`config.mk`:
```
export PLATFORM = sky130hd
export DESIGN_NAME = majority_data_sampler_flat
export DESIGN_NICKNAME = d
export VERILOG_FILES = /design/src/rtl/uart_rx_pkg.sv /design/src/rtl/majority_data_sampler_if.sv /design/src/rtl/rx_sync.sv /design/src/rtl/majority_data_sampler.sv /design/src/flat_wrapper.sv
export SDC_FILE = /design/constraint.sdc
export NUM_CORES = 1
export LEC_CHECK = 0
export ABC_AREA = 1
export CORE_ASPECT_RATIO = 0.6
export CORE_UTILIZATION = 30
export DETAILED_ROUTE_END_ITERATION = 6
export HOLD_SLACK_MARGIN = 0.06
export PLACE_DENSITY = 0.52
export SLEW_MARGIN = 20
export SYNTH_ARGS = -nofsm -noshare
export SYNTH_HDL_FRONTEND = slang
export SYNTH_SLANG_ARGS = --single-unit
export TNS_END_PERCENT = 20
```
`constraint.sdc`:
```
create_clock -name clk_based_on_prescale -period 3.61 [get_ports clk_based_on_prescale]
set_input_delay 0.722 -clock clk_based_on_prescale [delete_from_list [all_inputs] [get_ports clk_based_on_prescale]]
set_output_delay 0.722 -clock clk_based_on_prescale [all_outputs]
set_load 0.005 [all_outputs]
```
`src/rtl/uart_rx_pkg.sv`:
```
// Shared UART RX definitions: sample-window encodings, idle line level and
// default prescale width.
package uart_rx_pkg;
  typedef enum logic [1:0] {
    SMP_1 = 2'b00,
    SMP_3 = 2'b01,
    SMP_5 = 2'b10,
    SMP_7 = 2'b11
  } smp_mode_e;

  localparam logic RX_IDLE       = 1'b1;
  localparam int   PRESCALE_W_DEF = 6;
endpackage

```
`src/rtl/majority_data_sampler_if.sv`:
```
// Sampler bus: the RX FSM/counter side (master) drives config, line and
// position; the sampler (slave) returns the bit decision and status.
interface majority_data_sampler_if #(
  parameter int PRESCALE_W = uart_rx_pkg::PRESCALE_W_DEF
);
  logic [PRESCALE_W-1:0] prescale;
  logic [PRESCALE_W-1:0] edge_count;
  logic                  RX_IN;
  logic                  data_sampler_enable;
  logic [1:0]            sample_mode;
  logic                  sampled_data;
  logic                  sampled_data_valid;
  logic                  sample_noise;
  logic                  config_err;

  modport master (
    output prescale, edge_count, RX_IN, data_sampler_enable, sample_mode,
    input  sampled_data, sampled_data_valid, sample_noise, config_err
  );

  modport slave (
    input  prescale, edge_count, RX_IN, data_sampler_enable, sample_mode,
    output sampled_data, sampled_data_valid, sample_noise, config_err
  );
endinterface

```
`src/rtl/rx_sync.sv`:
```
// N-stage synchroniser that resets to the idle line level; STAGES=0 is a
// straight wire for inputs that are already synchronous.
module rx_sync import uart_rx_pkg::*; #(
  parameter int STAGES = 2
) (
  input  logic clk,
  input  logic rst,
  input  logic i_d,
  output logic o_q
);
  generate
    if (STAGES == 0) begin : g_bypass
      assign o_q = i_d;
    end else begin : g_ff
      logic [STAGES-1:0] r_sync;
      always_ff @(posedge clk or posedge rst) begin
        if (rst) begin
          r_sync <= {STAGES{RX_IDLE}};
        end else begin
          r_sync[0] <= i_d;
          for (int i = 1; i < STAGES; i++) r_sync[i] <= r_sync[i-1];
        end
      end
      assign o_q = r_sync[STAGES-1];
    end
  endgenerate
endmodule

```
`src/rtl/majority_data_sampler.sv`:
```
// Oversampling majority sampler: takes 1/3/5/7 samples centred in the bit,
// emits the majority with a one-cycle valid and a non-unanimous noise flag.
module majority_data_sampler import uart_rx_pkg::*; #(
  parameter int PRESCALE_W  = PRESCALE_W_DEF,
  parameter int SYNC_STAGES = 2
) (
  input logic                    clk_based_on_prescale,
  input logic                    rst,
  majority_data_sampler_if.slave bus
);
  localparam int W = PRESCALE_W + 1;

  logic            w_rx;
  smp_mode_e       w_mode;
  logic [W-1:0]    w_ps, w_ec, w_half, w_center, w_first, w_last;
  logic            w_legal, w_in_win, w_at_first, w_at_last, w_take;
  logic [2:0]      w_tot;
  logic            w_zeros;

  logic [2:0]      r_ones;
  logic            r_zeros;
  logic            r_data, r_valid, r_noise, r_cfg_err;

  rx_sync #(.STAGES(SYNC_STAGES)) u_sync (
    .clk (clk_based_on_prescale),
    .rst (rst),
    .i_d (bus.RX_IN),
    .o_q (w_rx)
  );

  // One extra bit of headroom so center+half never wraps.
  assign w_mode   = smp_mode_e'(bus.sample_mode);
  assign w_ps     = {1'b0, bus.prescale};
  assign w_ec     = {1'b0, bus.edge_count};
  assign w_half   = W'(w_mode);
  assign w_center = w_ps >> 1;
  assign w_first  = w_center - w_half;
  assign w_last   = w_center + w_half;

  // center > half is first >= 1 without relying on the subtraction.
  assign w_legal    = ~w_ps[0] && (w_ps >= W'(4)) && (w_center > w_half) &&
                      (w_last <= w_ps - W'(1));
  assign w_in_win   = (w_ec >= w_first) && (w_ec <= w_last);
  assign w_at_first = (w_ec == w_first);
  assign w_at_last  = (w_ec == w_last);
  assign w_take     = bus.data_sampler_enable && w_legal && w_in_win;

  // Running totals including the current sample; a window start reloads.
  assign w_tot   = (w_at_first ? 3'd0 : r_ones) + {2'b00, w_rx};
  assign w_zeros = (w_at_first ? 1'b0 : r_zeros) | ~w_rx;

  always_ff @(posedge clk_based_on_prescale or posedge rst) begin
    if (rst) begin
      r_ones    <= '0;
      r_zeros   <= 1'b0;
      r_data    <= RX_IDLE;
      r_valid   <= 1'b0;
      r_noise   <= 1'b0;
      r_cfg_err <= 1'b0;
    end else begin
      r_cfg_err <= ~w_legal;
      r_valid   <= 1'b0;
      if (!bus.data_sampler_enable) begin
        r_ones  <= '0;
        r_zeros <= 1'b0;
      end else if (w_take) begin
        r_ones  <= w_tot;
        r_zeros <= w_zeros;
        if (w_at_last) begin
          r_data  <= (w_tot > {1'b0, bus.sample_mode});
          r_noise <= (w_tot != 3'd0) && w_zeros;
          r_valid <= 1'b1;
        end
      end
    end
  end

  assign bus.sampled_data       = r_data;
  assign bus.sampled_data_valid = r_valid;
  assign bus.sample_noise       = r_noise;
  assign bus.config_err         = r_cfg_err;
endmodule

```
`src/flat_wrapper.sv`:
```
// flat-port wrapper written by rule: the top's interface ports become plain ports
module majority_data_sampler_flat import uart_rx_pkg::*;
#(
  parameter int PRESCALE_W  = PRESCALE_W_DEF,
  parameter int SYNC_STAGES = 2
)
  (clk_based_on_prescale, rst, bus_prescale, bus_edge_count, bus_RX_IN, bus_data_sampler_enable, bus_sample_mode, bus_sampled_data, bus_sampled_data_valid, bus_sample_noise, bus_config_err);
  majority_data_sampler_if #(.PRESCALE_W(PRESCALE_W)) bus_i ();
  input logic clk_based_on_prescale;
  input logic rst;
  input wire logic [$bits(bus_i.prescale)-1:0] bus_prescale;
  input wire logic [$bits(bus_i.edge_count)-1:0] bus_edge_count;
  input wire logic [$bits(bus_i.RX_IN)-1:0] bus_RX_IN;
  input wire logic [$bits(bus_i.data_sampler_enable)-1:0] bus_data_sampler_enable;
  input wire logic [$bits(bus_i.sample_mode)-1:0] bus_sample_mode;
  output wire logic [$bits(bus_i.sampled_data)-1:0] bus_sampled_data;
  output wire logic [$bits(bus_i.sampled_data_valid)-1:0] bus_sampled_data_valid;
  output wire logic [$bits(bus_i.sample_noise)-1:0] bus_sample_noise;
  output wire logic [$bits(bus_i.config_err)-1:0] bus_config_err;
  assign bus_i.prescale = bus_prescale;
  assign bus_i.edge_count = bus_edge_count;
  assign bus_i.RX_IN = bus_RX_IN;
  assign bus_i.data_sampler_enable = bus_data_sampler_enable;
  assign bus_i.sample_mode = bus_sample_mode;
  assign bus_sampled_data = bus_i.sampled_data;
  assign bus_sampled_data_valid = bus_i.sampled_data_valid;
  assign bus_sample_noise = bus_i.sample_noise;
  assign bus_config_err = bus_i.config_err;
  majority_data_sampler #(.PRESCALE_W(PRESCALE_W), .SYNC_STAGES(SYNC_STAGES)) u_core (.clk_based_on_prescale(clk_based_on_prescale), .rst(rst), .bus(bus_i));
endmodule
```
==> results by group <==
Global routing
  – Initial antenna violation count: 0
  – First-pass GRT wire length: 5780 um
  – Total congestion overflow: 0
  – Vias in the first global route: 1216
  – Largest net degree at the start of global routing: 11
  – Aggregate global-route resource usage: 0.143

CTS
  – Htree depth: 1
  – CTS tree: yes
  – CTS max path bufs: 2
  – Reg clk slew, reported paths: 0.05 ns
  – Sink Count: 10
  – # hold bufs at CTS: 0
  – CTS buffer count: 3
  – Clk_lat worst skew: 0.24 ns
  – CTS root buffer: clkbuf_8
  – Post-CTS setup buffers: 0

Yosys
  – Register area share after synthesis: 0.170
  – Post-synth top area cell: ha_1
  – Multiplexer share of the synthesized area: 0
  – Mapped cell area: 1500 sq um
  – Xor and xnor area share after synthesis: 0.0469
  – Simple-Gate Fraction of Synth Area: 0.355
  – Count leader, synth: nand2_1
  – Main combinational cell family by area after synthesis: simple AND/OR/NAND/NOR gates
  – Compound-Gate Fraction of Synth Area: 0.0510
  – Synth cell types: 28
  – Synth Area in Adders: 0.261
  – Yosys top cell area share: 0.234
  – Largest cells by area after synthesis: ha_1, nand2_1, dfrtp_1
  – Avg Inst Size Synth: about 7.5 sq um
  – Primary FF master, synth: dfrtp_1
  – Async S/R FF share, synth: 1.00
  – Number of flops mapped to enable cells by yosys: 0
  – Synth cell count leaders: nand2_1, inv_1, ha_1
  – Mapped Nets: 248
  – Mapped Cells: 200
  – Synthesis-stage register bit count: 10
  – Syn. warnings: 0

Power and ir drop
  – Int Power: 0.308 mW
  – Sw Pwr: 0.170 mW
  – Seq pwr share: 0.252
  – Sw Share: 0.355
  – Total power draw: roughly 0.48 mW
  – Combinational Power Share: 0.495
  – Max VDD drop: 0.131 mV
  – Clock power frac: 0.253
  – Static leakage: 1.16 nW
  – PD cells: 227 nW/um^2

Floorplanning
  – Core Box Area: 4680 sq um
  – Initial Util: 0.319
  – Die X: 93.1 um
  – Die Ht: around 57 um
  – Area of the die: 5280 sq um
  – Rows: 19
  – IO Pins: 22

Place
  – DP Wirelength: 2980 um
  – Place WS: -0.548 ns
  – GPL Wtd Cong: 0.796
  – Placement Cell Area: 1980 sq um
  – # port buffers: 21
  – Placed cell count: 311

Routing
  – Detail-routed via count per cell: around 4.1
  – Pre-Repair DR Iteration Count: 4
  – Total wire length: 3360 um
  – DRT iter0 DRCs: 34
  – DR DRC count: 0
  – Routed len/inst: roughly 11 um
  – Routed Antenna Nets: 0
  – Vias after detailed routing: 1296

Final layout
  – Post-route cell area: approximately 2100 sq um
  – Non-filler cells, final: 315
  – Synth-to-Final Area Change: 41.0%
  – Layout cells sized above 1: 0.294
  – Final #Nets: between 300 and 400
  – Util after Layout: 0.450
  – Antenna fix cells: 0

Setup path
  – CP max FO: 4
  – CP Capture Type: register
  – Worst Path Arrival: 3.53 ns
  – Worst R2R Path Depth: 11
  – CP Data Required Time: roughly 3.8 ns
  – Type of the worst setup path: in2reg
  – Setup crit start kind: input pin

Timing
  – Worst-margin pin slew: 0.371 ns
  – Final Hold Viols: 0
  – Crit share post-route: 0.931
  – RSZ-0062 raised after global routing: false
  – Crit path time final: 3.36 ns
  – Final Max Slew Viols: 0
  – Worst setup margin: 0.249 ns
  – Clock Skew: 0.00358 ns
  – Fmax: about 0.30 GHz
  – Final setup fails: 0
  – Worst slew margin: 0.752

Flow run
  – Max_cap viols: 0

Status
  – Outcome: complete, no violations

Min path
  – Min-delay worst type: reg2reg
  – Hold Path Stages: 0
==> cells in the final DEF (no fill, tap or decap), drive strengths merged <==
cell type,count
and3,2
dlymetal6s2s,1
nand3,15
nand2,57
xnor2,2
nand4,3
clkdlybuf4s50,17
dlygate4sd2,1
a21oi,11
fa,2
nor2,18
clkbuf,5
dfstp,3
dfrtp,7
buf,28
ha,28
inv,42
o21ai,2
xor2,6
nand3b,1
clkdlybuf4s15,1
==> logic make-up (layout without fill, tap and decap cells) <==
logic type,after synthesis,in the layout
simple gates,96,96
buf+inv,43,95
fa+ha+maj,30,30
compound gates,13,13
flops,10,10
xor+xnor,8,8
==> metal layers <==
metal / vias up / part of all wire / GRT usage
met5: - / 0 / 0
met2: 20 / 0.33 / 0.172
met1: 546 / 0.62 / 0.248
li1: 730 / - / -
met4: 0 / 0 / 0.0132
met3: 0 / 0.049 / 0.0325
==> critical path: stages <==
cell and delay (ns):
dlygate4sd2_1 0.28, ha_4 0.18, fa_2 0.39, xnor2_2 0.15, ha_1 0.29, nand2_1 0.05
inv_1 0.06, nand2_1 0.06, nor2_2 0.12, nand2_4 0.05, inv_1 0.07, nor2_1 0.05
ha_2 0.18, ha_4 0.28, ha_4 0.19, inv_1 0.05, nor2_1 0.03, o21ai_1 0.11
nand3_1 0.09, nand3_1 0.09, nand2_1 0.06
==> stage by stage <==
stage / hold slack, ns / TNS, ns
after floorplan: 0.345 / 0
after global placement: 0.346 / -1.17
after detailed placement: 0.347 / -1.10
after CTS: 0.348 / 0
after global routing: 0.356 / 0
final: 0.349 / 0
==> what timing repair did <==
| action | CTS | global route |
|---|---|---|
| endpoints found under the setup margin | 2 | 2 |
| gates cloned | 0 | 0 |
| gates resized for setup | 14 | 8 |
| pin swaps | 5 | 3 |
==> power by group through the flow <==
| stage | Combinational, mW | Clock (mW) | Sequential [mW] |
|---|---|---|---|
| finish | 0.237 | 0.121 | 0.120 |
| global route | 0.268 | 0.133 | 0.121 |
| CTS | 0.235 | 0.123 | 0.120 |
| detailed placement | 0.227 | 0 | 0.122 |
| global placement | 0.227 | 0 | 0.122 |
| floorplan | 0.140 | 0 | 0.122 |
==> final timing paths <==
kind	startpoint	end	slack, ns
worst max-delay path	bus_sample_mode[0]	u_core.bus.sampled_data	0.25
worst min-delay path	u_core.u_sync.g_ff.r_sync[0]	u_core.u_sync.g_ff.r_sync[1]	0.35
worst max register to register	u_core.r_ones[0]	u_core.bus.sampled_data	1.96
worst min register to register	u_core.u_sync.g_ff.r_sync[0]	u_core.u_sync.g_ff.r_sync[1]	0.35
max in group asynchronous	rst	u_core.u_sync.g_ff.r_sync[0]	2.54
min in group asynchronous	rst	u_core.r_zeros	0.76
==> sequential cells by signal (all words and copies together), names as in the netlist <==
register and cells:
u_core.r_ones 3, u_core.bus.config_err 1, u_core.bus.sample_noise 1, u_core.bus.sampled_data_valid 1
u_core.r_zeros 1, u_core.u_sync.g_ff.r_sync 2, u_core.bus.sampled_data 1
==> area by class of cell <==
| class | count | area [sq um] |
|---|---|---|
| flip-flops and latches | 10 | 254 |
| repair buffers | 49 | 420 |
| inverters | 42 | 163 |
| well taps | 63 | 78.8 |
| multi-input cells | 147 | 1150 |
| clock buffers | 4 | 45.0 |
| fillers | 463 | 2570 |
Power figures use the tool's default switching activity.
